## src/rtl/rpsc_pkg.sv

```systemverilog
// Shared RPSC definitions: CA sequencer state encoding and counter sizing helper.
// Latency: n/a (types and constant functions only).
// Backpressure: n/a.
package rpsc_pkg;

  typedef enum logic [2:0] {
    IDLE  = 3'd0,
    ARM   = 3'd1,
    WARM  = 3'd2,
    READY = 3'd3,
    TRIP  = 3'd4
  } ca_state_e;

  // Counter width able to hold max(a,b)-1; never narrower than one bit.
  function automatic int cnt_width(input int a, input int b);
    int m;
    m = (a > b) ? a : b;
    return (m <= 1) ? 1 : $clog2(m);
  endfunction

endpackage

```

## src/rtl/hold_timer.sv

```systemverilog
// Hold-time counter: counts while enabled, saturates at the terminal value, flags done.
// Latency: done is combinational from the registered count; clear/increment take effect on the next edge.
// Backpressure: none; clr overrides en, and counting stops at term so the count never wraps.
module hold_timer #(
  parameter int W = 8
) (
  input  logic         clk,
  input  logic         reset,
  input  logic         clr,
  input  logic         en,
  input  logic [W-1:0] term,
  output logic         done
);

  logic [W-1:0] cnt;

  assign done = (cnt == term);

  // Count up while enabled, hold at the terminal value, restart on clear.
  always_ff @(posedge clk) begin
    if (reset || clr) begin
      cnt <= '0;
    end else if (en && !done) begin
      cnt <= cnt + W'(1);
    end
  end

endmodule

```

## src/rtl/ca_interlock_seq.sv

```systemverilog
// CA supply interlock: IDLE -> ARM -> WARM -> READY sequencing with latched, acknowledged trip.
// Latency: every output changes on the clock edge after the input that causes it.
// Backpressure: none; all inputs are level-sensitive and sampled every cycle.
module ca_interlock_seq
  import rpsc_pkg::*;
#(
  parameter int                 N_FAULT    = 7,
  parameter logic [N_FAULT-1:0] FAULT_MASK = '0,
  parameter int                 ARM_TICKS  = 256,
  parameter int                 WARM_TICKS = 3840
) (
  input  logic               clk,
  input  logic               reset,
  input  logic [N_FAULT-1:0] fault_in,
  input  logic               g1_ok,
  input  logic               fan_ok,
  input  logic               ps_req,
  input  logic               i_high,
  input  logic               u_low,
  input  logic               ack,
  output logic               not_alarm,
  output logic               ca_permit,
  output logic               ca_on,
  output logic               ca_ready,
  output logic               not_ca_ok,
  output logic               i_high_trip,
  output logic               u_low_trip,
  output logic [N_FAULT+1:0] first_fault,
  output logic [2:0]         state
);

  localparam logic [2:0] S_IDLE  = IDLE;
  localparam logic [2:0] S_ARM   = ARM;
  localparam logic [2:0] S_WARM  = WARM;
  localparam logic [2:0] S_READY = READY;
  localparam logic [2:0] S_TRIP  = TRIP;

  localparam int             CW        = cnt_width(ARM_TICKS, WARM_TICKS);
  localparam logic [CW-1:0]  ARM_TERM  = CW'(ARM_TICKS - 1);
  localparam logic [CW-1:0]  WARM_TERM = CW'(WARM_TICKS - 1);

  logic [2:0]         state_q;
  logic [2:0]         next_state;
  logic [N_FAULT-1:0] fault_act;
  logic               flt;
  logic               permit;
  logic               mon_en;
  logic               mon;
  logic               drop;
  logic               cnt_clr;
  logic               cnt_en;
  logic [CW-1:0]      cnt_term;
  logic               cnt_done;
  logic               trip_enter;
  logic               trip_exit;
  logic               not_alarm_q;
  logic               i_high_trip_q;
  logic               u_low_trip_q;
  logic [N_FAULT+1:0] first_fault_q;

  assign fault_act = fault_in & ~FAULT_MASK;
  assign flt       = |fault_act;
  assign permit    = ~flt & g1_ok & fan_ok;
  // Over-current / under-voltage only mean something once the supply is energised.
  assign mon_en    = (state_q == S_WARM) || (state_q == S_READY);
  assign mon       = mon_en & (i_high | u_low);
  assign drop      = ~g1_ok | ~fan_ok | ~ps_req;

  // Next-state decode; within each state trip beats drop beats count complete.
  always_comb begin
    next_state = state_q;
    case (state_q)
      S_IDLE: begin
        if (permit && ps_req) next_state = S_ARM;
      end
      S_ARM: begin
        if (flt)           next_state = S_TRIP;
        else if (drop)     next_state = S_IDLE;
        else if (cnt_done) next_state = S_WARM;
      end
      S_WARM: begin
        if (flt || mon)    next_state = S_TRIP;
        else if (drop)     next_state = S_IDLE;
        else if (cnt_done) next_state = S_READY;
      end
      S_READY: begin
        if (flt || mon)    next_state = S_TRIP;
        else if (drop)     next_state = S_IDLE;
      end
      S_TRIP: begin
        if (ack && !flt && !ps_req) next_state = S_IDLE;
      end
      default: next_state = S_IDLE;
    endcase
  end

  // One shared timer, reloaded with the hold time of whichever state is active.
  assign cnt_clr  = (next_state != state_q);
  assign cnt_en   = (state_q == S_ARM) || (state_q == S_WARM);
  assign cnt_term = (state_q == S_WARM) ? WARM_TERM : ARM_TERM;

  hold_timer #(
    .W (CW)
  ) u_hold_timer (
    .clk   (clk),
    .reset (reset),
    .clr   (cnt_clr),
    .en    (cnt_en),
    .term  (cnt_term),
    .done  (cnt_done)
  );

  assign trip_enter = (next_state == S_TRIP) && (state_q != S_TRIP);
  assign trip_exit  = (state_q == S_TRIP) && (next_state != S_TRIP);

  // State register plus registered alarm, so not_alarm tracks the same edge as state.
  always_ff @(posedge clk) begin
    if (reset) begin
      state_q     <= S_IDLE;
      not_alarm_q <= 1'b1;
    end else begin
      state_q     <= next_state;
      not_alarm_q <= ~(flt | (next_state == S_TRIP));
    end
  end

  // First-fault snapshot and sticky monitor flags: load on trip entry, hold, clear on exit.
  always_ff @(posedge clk) begin
    if (reset || trip_exit) begin
      first_fault_q <= '0;
      i_high_trip_q <= 1'b0;
      u_low_trip_q  <= 1'b0;
    end else if (trip_enter) begin
      first_fault_q <= {u_low & mon_en, i_high & mon_en, fault_act};
      i_high_trip_q <= i_high & mon_en;
      u_low_trip_q  <= u_low & mon_en;
    end
  end

  assign state       = state_q;
  assign not_alarm   = not_alarm_q;
  assign ca_permit   = (state_q == S_ARM) || (state_q == S_WARM) || (state_q == S_READY);
  assign ca_on       = (state_q == S_WARM) || (state_q == S_READY);
  assign ca_ready    = (state_q == S_READY);
  assign not_ca_ok   = ~ca_ready;
  assign i_high_trip = i_high_trip_q;
  assign u_low_trip  = u_low_trip_q;
  assign first_fault = first_fault_q;

endmodule

```

## config.mk

```make
export PLATFORM = sky130hd
export DESIGN_NAME = ca_interlock_seq
export DESIGN_NICKNAME = d
export VERILOG_FILES = /design/src/rtl/rpsc_pkg.sv /design/src/rtl/hold_timer.sv /design/src/rtl/ca_interlock_seq.sv
export SDC_FILE = /design/constraint.sdc
export NUM_CORES = 1
export LEC_CHECK = 0
export CAP_MARGIN = 25
export CORE_MARGIN = 8
export CORE_UTILIZATION = 49
export CTS_BUF_LIST = sky130_fd_sc_hd__clkbuf_4 sky130_fd_sc_hd__clkbuf_8 sky130_fd_sc_hd__clkbuf_16
export CTS_CLUSTER_DIAMETER = 80
export DETAILED_ROUTE_END_ITERATION = 12
export PLACE_DENSITY = 0.88
export SKIP_LAST_GASP = 1
export SLEW_MARGIN = 10
export SYNTH_ARGS = -nofsm -noshare
export SYNTH_HDL_FRONTEND = slang
export SYNTH_HIERARCHICAL = 1
export SYNTH_SLANG_ARGS = --single-unit
```

## constraint.sdc

```tcl
create_clock -name clk -period 3.83 [get_ports clk]
set_input_delay 0.383 -clock clk [delete_from_list [all_inputs] [get_ports clk]]
set_output_delay 0.383 -clock clk [all_outputs]
set_load 0.05 [all_outputs]
```

==> results of run 1 <==
stage by stage:
step | hold slack (ns) | utilization [%] | worst slack, ns | std cells | cell area (sq um)
global route | 0.495 | 63.9 | 0.0135 | 248 | 1890
floorplan | 0.445 | - | 0.0181 | 183 | 1510
finish | 0.468 | 63.9 | 0.335 | 248 | 1890
detailed placement | 0.453 | 62.9 | 0.374 | 244 | 1860
global placement | 0.445 | 62.7 | 0.528 | 243 | 1850
CTS | 0.472 | 63.9 | 0.329 | 248 | 1890
cells by family (layout without fill, tap and decap cells):
family,Yosys count,count (layout)
simple gates,68,68
compound gates,36,36
flops,25,25
xor+xnor,19,19
buf+inv,17,49
mux,8,8
other cells,2,9
fa+ha+maj,1,1
critical path, delay by kind of cell (launching register included):
family	cells	cell delay [ns]
xor+xnor	2	0.27
simple gates	5	1.57
flops	1	0.48
compound gates	4	1.10
placed cells by master (no fill, tap or decap), types with 4 or more instances in the layout:
cell	synthesis	final
sky130_fd_sc_hd__clkdlybuf4s50_1	0	33
sky130_fd_sc_hd__dfxtp_1	25	23
sky130_fd_sc_hd__nand2_1	21	21
sky130_fd_sc_hd__nor2_1	13	13
sky130_fd_sc_hd__xor2_1	13	13
sky130_fd_sc_hd__a21oi_1	11	11
sky130_fd_sc_hd__conb_1	2	9
sky130_fd_sc_hd__inv_1	8	8
sky130_fd_sc_hd__mux2i_1	8	8
sky130_fd_sc_hd__xnor2_1	6	6
sky130_fd_sc_hd__and3_1	5	5
sky130_fd_sc_hd__or2_2	4	4
sky130_fd_sc_hd__o21a_1	4	4
sky130_fd_sc_hd__nor3_1	4	4
sky130_fd_sc_hd__buf_4	2	4
sky130_fd_sc_hd__a311oi_1	4	4
sky130_fd_sc_hd__nand3_1	4	4
final cells by class:
class	instances	area, sq um	area share [%]
sequential	25	503	26.6
inverter	8	30.0	1.59
clock buffer	3	22.5	1.19
tap	33	41.3	2.19
multi-input combinational	141	923	48.9
timing repair buffer	37	360	19.1
clock inverter	1	7.51	0.398
flip-flops by register name (all words and copies together) (netlist names):
register          count
first_fault           8
not_alarm             1
state                 3
u_hold_timer/cnt     12
u_low_trip            1
worst paths after layout:
path | startpoint | to | cells after the start
max reg2reg | state[1] | u_hold_timer/cnt[5] | 11
min | first_fault[4] | first_fault[4] | 2
min reg2reg | first_fault[4] | first_fault[4] | 2
max | state[1] | u_hold_timer/cnt[5] | 11
where the power goes:
part / internal, mW / switching [mW]
Clock: 0.0398 / 0.0797
Sequential: 0.261 / 0.000248
Combinational: 0.0225 / 0.0215
Total: 0.323 / 0.101
per-layer routing:
layer | vias to the layer above | global-route usage, %
li1 | 685 | -
met1 | 624 | 14.2
met2 | 35 | 23.8
met3 | 3 | 4.80
met4 | 0 | 3.00
met5 | - | 0
==> impl_summary.txt, run 1 <==
----------------------------------------------------
[Routing]
  Routed vias ... about 1300
  Initial drt markers ... 19
  Wirelength, routed ... 3.35 mm
  Per-cell via count in the routed design ... 5.43
  WL met2 ... 1.61 mm
  Wire length on met3 ... around 240 microns
  Average wire length per cell after detail routing ... 13.5 microns
  First-pass iteration count of the detailed router ... 4
  Final antenna-violating net count ... 0
  Sum of routed wire segments on met1 ... around 1.5 mm
  Top routing layer used ... met4
  DRC violation count after routing ... 0

[Synthesis]
  Commonest cells in the synthesized netlist ... sky130_fd_sc_hd__dfxtp_1 (25), sky130_fd_sc_hd__nand2_1 (21), sky130_fd_sc_hd__nor2_1 (13), sky130_fd_sc_hd__xor2_1 (13), sky130_fd_sc_hd__a21oi_1 (11)
  Post-synthesis adder-cell area fraction ... less than 1%
  Average instance area after synthesis ... between 8 and 9 sq um
  Proportion of synthesized area in mux cells ... 5.45%
  Number of storage elements in the synthesis netlist ... 25
  Main combinational cell family by area after synthesis ... simple AND/OR/NAND/NOR gates
  Cells after synthesis ... around 180
  Post-synthesis cell area ... 1470 sq um
  Most common cell in the synthesized netlist ... sky130_fd_sc_hd__dfxtp_1
  Post-synth top flop ... sky130_fd_sc_hd__dfxtp_1
  Count of cell types in the netlist ... between 40 and 50
  XOR/XNOR Fraction of Synth Area ... a little under an eighth
  Share of synthesized cell area in and, or, nand and nor gates ... 25.3%
  Register area share after synthesis ... between 30% and 40%
  Total number of yosys warnings ... 6
  Cell type with the highest aggregate area in the netlist ... sky130_fd_sc_hd__dfxtp_1
  Dominant cells by area after synthesis ... sky130_fd_sc_hd__dfxtp_1 (34%), sky130_fd_sc_hd__xor2_1 (7.8%), sky130_fd_sc_hd__mux2i_1 (5.5%)
  Number of synthesized flops with an enable pin ... 0
  Fraction of post-synthesis cell area in the top cell type by area ... 34.1%
  Post-synthesis compound-gate area fraction ... between 10% and 20%
  Async set or reset register ratio after synthesis ... 0%

[CTS]
  Clock-pin slew on the worst setup and hold paths ... around 0.14 ns
  Clock sink count ... 25
  TritonCTS clock tree ... built
  CTS hold repair buffers ... 0
  Later-pin clock latency in the skew report ... ~0.31 ns
  CTS Root Buffer Type ... sky130_fd_sc_hd__clkbuf_4
  Number of levels in the clock H-tree ... 1
  CTS Buf Count ... 3
  Post-CTS repair timing setup buffer count ... 0
  Maximum count of clock buffers along a single path ... 2
  Number of gates given a new drive strength after cts ... 0

[Timing]
  Final Skew ... ~0.0058 ns
  Number of pins exceeding their max-slew limit in the final report ... 0
  Sum of negative setup slack ... 0 ns
  Least-Margin Pin Slew ... ~0.76 ns
  Setup repair after global routing missed its margin ... false
  Number of hold-slack violations in the final timing report ... 0
  Tmin final ... roughly 3.5 ns
  Final setup violation count ... 0
  Maximum clock rate ... approximately 290 MHz
  Share of the clock period used by the worst path ... between 90% and 100%
  Worst rel slew slack ... about 49%

[Global route]
  All-layer global routing usage ... between 10% and 20%
  GR Overflow Total ... 0
  Pin count of the biggest net entering global routing ... 16
  Number of antenna violations at the first check in global routing ... 0
  Global-route wire length before repair ... 5.58 mm
  Via count of the first global-routing pass ... 1321

[Worst setup path]
  Crit. End Element ... register
  Slowest cell on the critical path ... sky130_fd_sc_hd__dfxtp_2
  Required time at the worst-slack endpoint ... 4.08 ns
  Critical path, cell by cell ... nor2b_1, nor2b_1, xor2_1, nor4_4, and3_1, o21ai_0, a2111oi_1, xor2_1, a2111o_1, or2_2, a21oi_1
  Arrival time worst endpoint ... 3.75 ns
  Largest incremental delay on the critical path ... ~0.48 ns
  Setup slack, reg-to-reg ... about 0.33 ns
  CP Class ... reg -> reg
  Category of the worst setup path launch point ... register
  Maximum fanout along the worst path ... 13

[Power and ir drop]
  Total power per unit cell area ... between 200 and 250 nW/um^2
  Post-layout power ... 0.424 mW
  Leakage power of the design ... ~0.77 nW
  Max VDD drop ... 153 uV

[Placement]
  Dpl hpwl ... ~2.7 mm
  Number of buffers added on ports ... 33
  GP Congestion ... around 0.85

[Hold path]
  Hold Path Class ... reg -> reg

[Finish]
  Area grow syn2layout ... 28.5%
  Nets ... around 230
  Antenna cells ... 0
  Share of layout cells above drive strength 1 ... between 10% and 20%
  Filler Cell Count ... around 250

[Die]
  Chip Height ... between 70 and 80 microns
  Number of primary I/O pins ... 34
  Placement row count ... 20
  Die Footprint ... about 5000 sq um
  Placeable Area ... between 2000 and 3000 sq um
  Die width ... ~71 microns
  Initial core utilization ... between 40% and 50%

[Job]
  Count of maximum capacitance violations ... 0

[Run status]
  Status ... completed

----------------------------------------------------
Note: power is estimated with default switching activity, not from simulation.
==> run 2: changes to the inputs <==
CTS_CLUSTER_DIAMETER = 30   (was 80)
PLACE_DENSITY = 0.78   (was 0.88)
==> impl_summary.txt, run 2 (same netlist as run 1, synthesis figures left out) <==
----------------------------------------------------
[Run status]
  Status ... completed

[Finish]
  Leading cell type in the layout, fill and taps excluded ... sky130_fd_sc_hd__clkdlybuf4s50_1
  Share of layout cells above drive strength 1 ... 10.7% (+0.52 points)
  Sequential standard cell area ... 503 sq um (unchanged)
  Flip-flop count of the largest register after layout ... 12 (unchanged)
  Biggest register ... u_hold_timer/cnt
  Leading cell types in the layout, fill and taps excluded ... sky130_fd_sc_hd__clkdlybuf4s50_1 (33), sky130_fd_sc_hd__dfxtp_1 (23), sky130_fd_sc_hd__nand2_1 (21), sky130_fd_sc_hd__nor2_1 (13), sky130_fd_sc_hd__xor2_1 (13)
  Final instance area ... 1880 sq um (-0.20%)
  Final core occ ... 63.8% (-0.13 points)
  Nets ... 231 (-0.43%)
  Antenna cells ... 0 (unchanged)
  Filler Cell Count ... 265 (+6.9%)
  Area taken by multi-input logic gates ... 927 sq um (+0.41%)
  Area grow syn2layout ... 28.3%

[Timing]
  Final setup violation count ... 0 (unchanged)
  Sum of negative setup slack ... 0 ns (unchanged)
  Setup repair after global routing missed its margin ... false
  Share of the clock period used by the worst path ... 93.6% (+2.3 points)
  Maximum clock rate ... 279 MHz (-2.5%)
  Worst hold margin ... 0.473 ns (+0.00479 ns)
  Final Skew ... 0.00205 ns (-0.00378 ns)
  Worst rel slew slack ... 51.5% (+2.6 points)
  Least-Margin Pin Slew ... 0.723 ns (-0.0380 ns)
  Number of hold-slack violations in the final timing report ... 0 (unchanged)
  Tmin final ... 3.58 ns (+0.0893 ns)
  Number of pins exceeding their max-slew limit in the final report ... 0 (unchanged)

[Worst setup path]
  Start of the worst register-to-register path ... state[1]
  Worst Reg2Reg Path Length in Cells ... 11 (unchanged)
  Capture point of the worst reg-to-reg path ... u_hold_timer/cnt[10]
  CP Class ... reg -> reg
  Setup slack, reg-to-reg ... 0.25 ns (-0.09 ns)
  Maximum fanout along the worst path ... 13 (unchanged)
  Critical path, cell by cell ... nor2b_1, nor2b_2, xor2_1, nor4_4, and3_2, o21ai_0, a2111oi_1, xor2_1, a2111o_1, or2_2, a21oi_1
  Category of the worst setup path launch point ... register
  Arrival time worst endpoint ... 3.85 ns (+0.10 ns)
  Most prevalent standard cell on the critical path ... sky130_fd_sc_hd__xor2_1
  Largest incremental delay on the critical path ... 0.49 ns (about the same)
  Required time at the worst-slack endpoint ... 4.10 ns (+0.02 ns)
  Crit. End Element ... register
  Slowest cell on the critical path ... sky130_fd_sc_hd__dfxtp_2

[Global route]
  Pin count of the biggest net entering global routing ... 17 (+1)
  Global-route wire length before repair ... 6.18 mm (+11%)
  Number of antenna violations at the first check in global routing ... 0 (unchanged)
  Via count of the first global-routing pass ... 1391 (+5.3%)
  GR Overflow Total ... 0 (unchanged)
  All-layer global routing usage ... 15.0% (+1.8 points)

[Die]
  Initial core utilization ... 49.7% (unchanged)
  Die width ... 70.8 microns (unchanged)
  Chip Height ... 70.8 microns (unchanged)
  Die Footprint ... 5010 sq um (unchanged)
  Number of primary I/O pins ... 34 (unchanged)
  Placeable Area ... 2950 sq um (unchanged)
  Placement row count ... 20 (unchanged)

[CTS]
  TritonCTS clock tree ... built
  Number of levels in the clock H-tree ... 1 (unchanged)
  CTS Buf Count ... 3 (unchanged)
  Clock sink count ... 25 (unchanged)
  Later-pin clock latency in the skew report ... 0.33 ns (+0.02 ns)
  Post-CTS repair timing setup buffer count ... 0 (unchanged)
  Clock-pin slew on the worst setup and hold paths ... 0.15 ns (about the same)
  CTS Root Buffer Type ... sky130_fd_sc_hd__clkbuf_4
  Maximum count of clock buffers along a single path ... 2 (unchanged)

[Hold path]
  Number of cells traversed by the worst hold path ... 2 (unchanged)
  WHS Endpoint ... first_fault[3]
  Launch point of the worst hold path ... first_fault[3]
  Hold Path Class ... reg -> reg

[Job]
  Count of maximum capacitance violations ... 0 (unchanged)

[Routing]
  Final antenna-violating net count ... 0 (unchanged)
  DRC violation count after routing ... 0 (unchanged)
  Initial drt markers ... 91 (+72)
  Average wire length per cell after detail routing ... 15.0 microns (+11%)
  Wirelength, routed ... 3.71 mm (+11%)
  Routed vias ... 1345 (-0.15%)
  First-pass iteration count of the detailed router ... 4 (unchanged)
  Per-cell via count in the routed design ... 5.45 (+0.26%)

[Placement]
  Placed inst area ... 1840 sq um (-0.81%)
  Dpl hpwl ... 2.97 mm (+8.9%)
  GP Congestion ... 0.874 (+2.9%)
  Number of buffers added on ports ... 33 (unchanged)

[Power and ir drop]
  Leakage power of the design ... 0.768 nW (-0.79%)
  Post-layout power ... 0.433 mW (+1.9%)
  Max VDD drop ... 152 uV (-0.18%)
  Total power per unit cell area ... 230 nW/um^2 (+2.1%)

----------------------------------------------------
## run 2: cell types whose count changed in the layout (fill, tap and decap cells not counted), sizes merged
| cell | delta |
|---|---|
| buf | -1 |
## run 2: per-layer routing
metal | vias to the layer above | track usage (%) | routed length, microns
li1 | 682 | - | -
met1 | 609 | 15.9 | 1540
met2 | 46 | 26.2 | 1800
met3 | 8 | 5.79 | 296
met4 | 0 | 5.31 | 78
met5 | - | 0 | 0
## run 2: worst max-delay path: cells and delay by family, from the launching register on
kind | cells | cell delay (ns)
simple gates | 5 | 1.59
xor+xnor | 2 | 0.26
flops | 1 | 0.49
compound gates | 4 | 1.18
## run 2: per-stage QoR
step | worst slack, ns | cells
2_1_floorplan | 0.0181 | 183
3_3_place_gp | 0.406 | 242
3_5_place_dp | 0.148 | 242
4_1_cts | 0.123 | 246
5_1_grt | 0.0373 | 247
6_report | 0.246 | 247
## run 2: layout make-up
| type | instances | area share [%] |
|---|---|---|
| inverters | 8 | 1.59 |
| repair buffers | 36 | 18.7 |
| clock inverters | 1 | 0.398 |
| clock buffers | 3 | 1.20 |
| flip-flops and latches | 25 | 26.7 |
| multi-input cells | 141 | 49.2 |
| well taps | 33 | 2.19 |
## run 2: how the worst max path moves through the flow
stage / startpoint / endpoint
after floorplan: state[1] / u_hold_timer/cnt[10]
after global placement: state[1] / u_hold_timer/cnt[10]
after detailed placement: state[1] / u_hold_timer/cnt[10]
after CTS: state[1] / u_hold_timer/cnt[10]
after global routing: state[1] / u_hold_timer/cnt[10]
final: state[1] / u_hold_timer/cnt[10]
## run 2: report_power, final
group          total, mW  leakage, nW  internal [mW]  switching (mW)
Clock              0.127       0.0139         0.0400          0.0873
Combinational     0.0443        0.551         0.0225          0.0218
Sequential         0.261        0.203          0.261        0.000186
Total              0.433        0.768          0.323           0.109
## run 2: timing repair
item,in CTS,in global routing
gates resized for setup,0,2
setup endpoints to repair,0,9
endpoints found under the hold margin,0,0
hold buffers,0,0
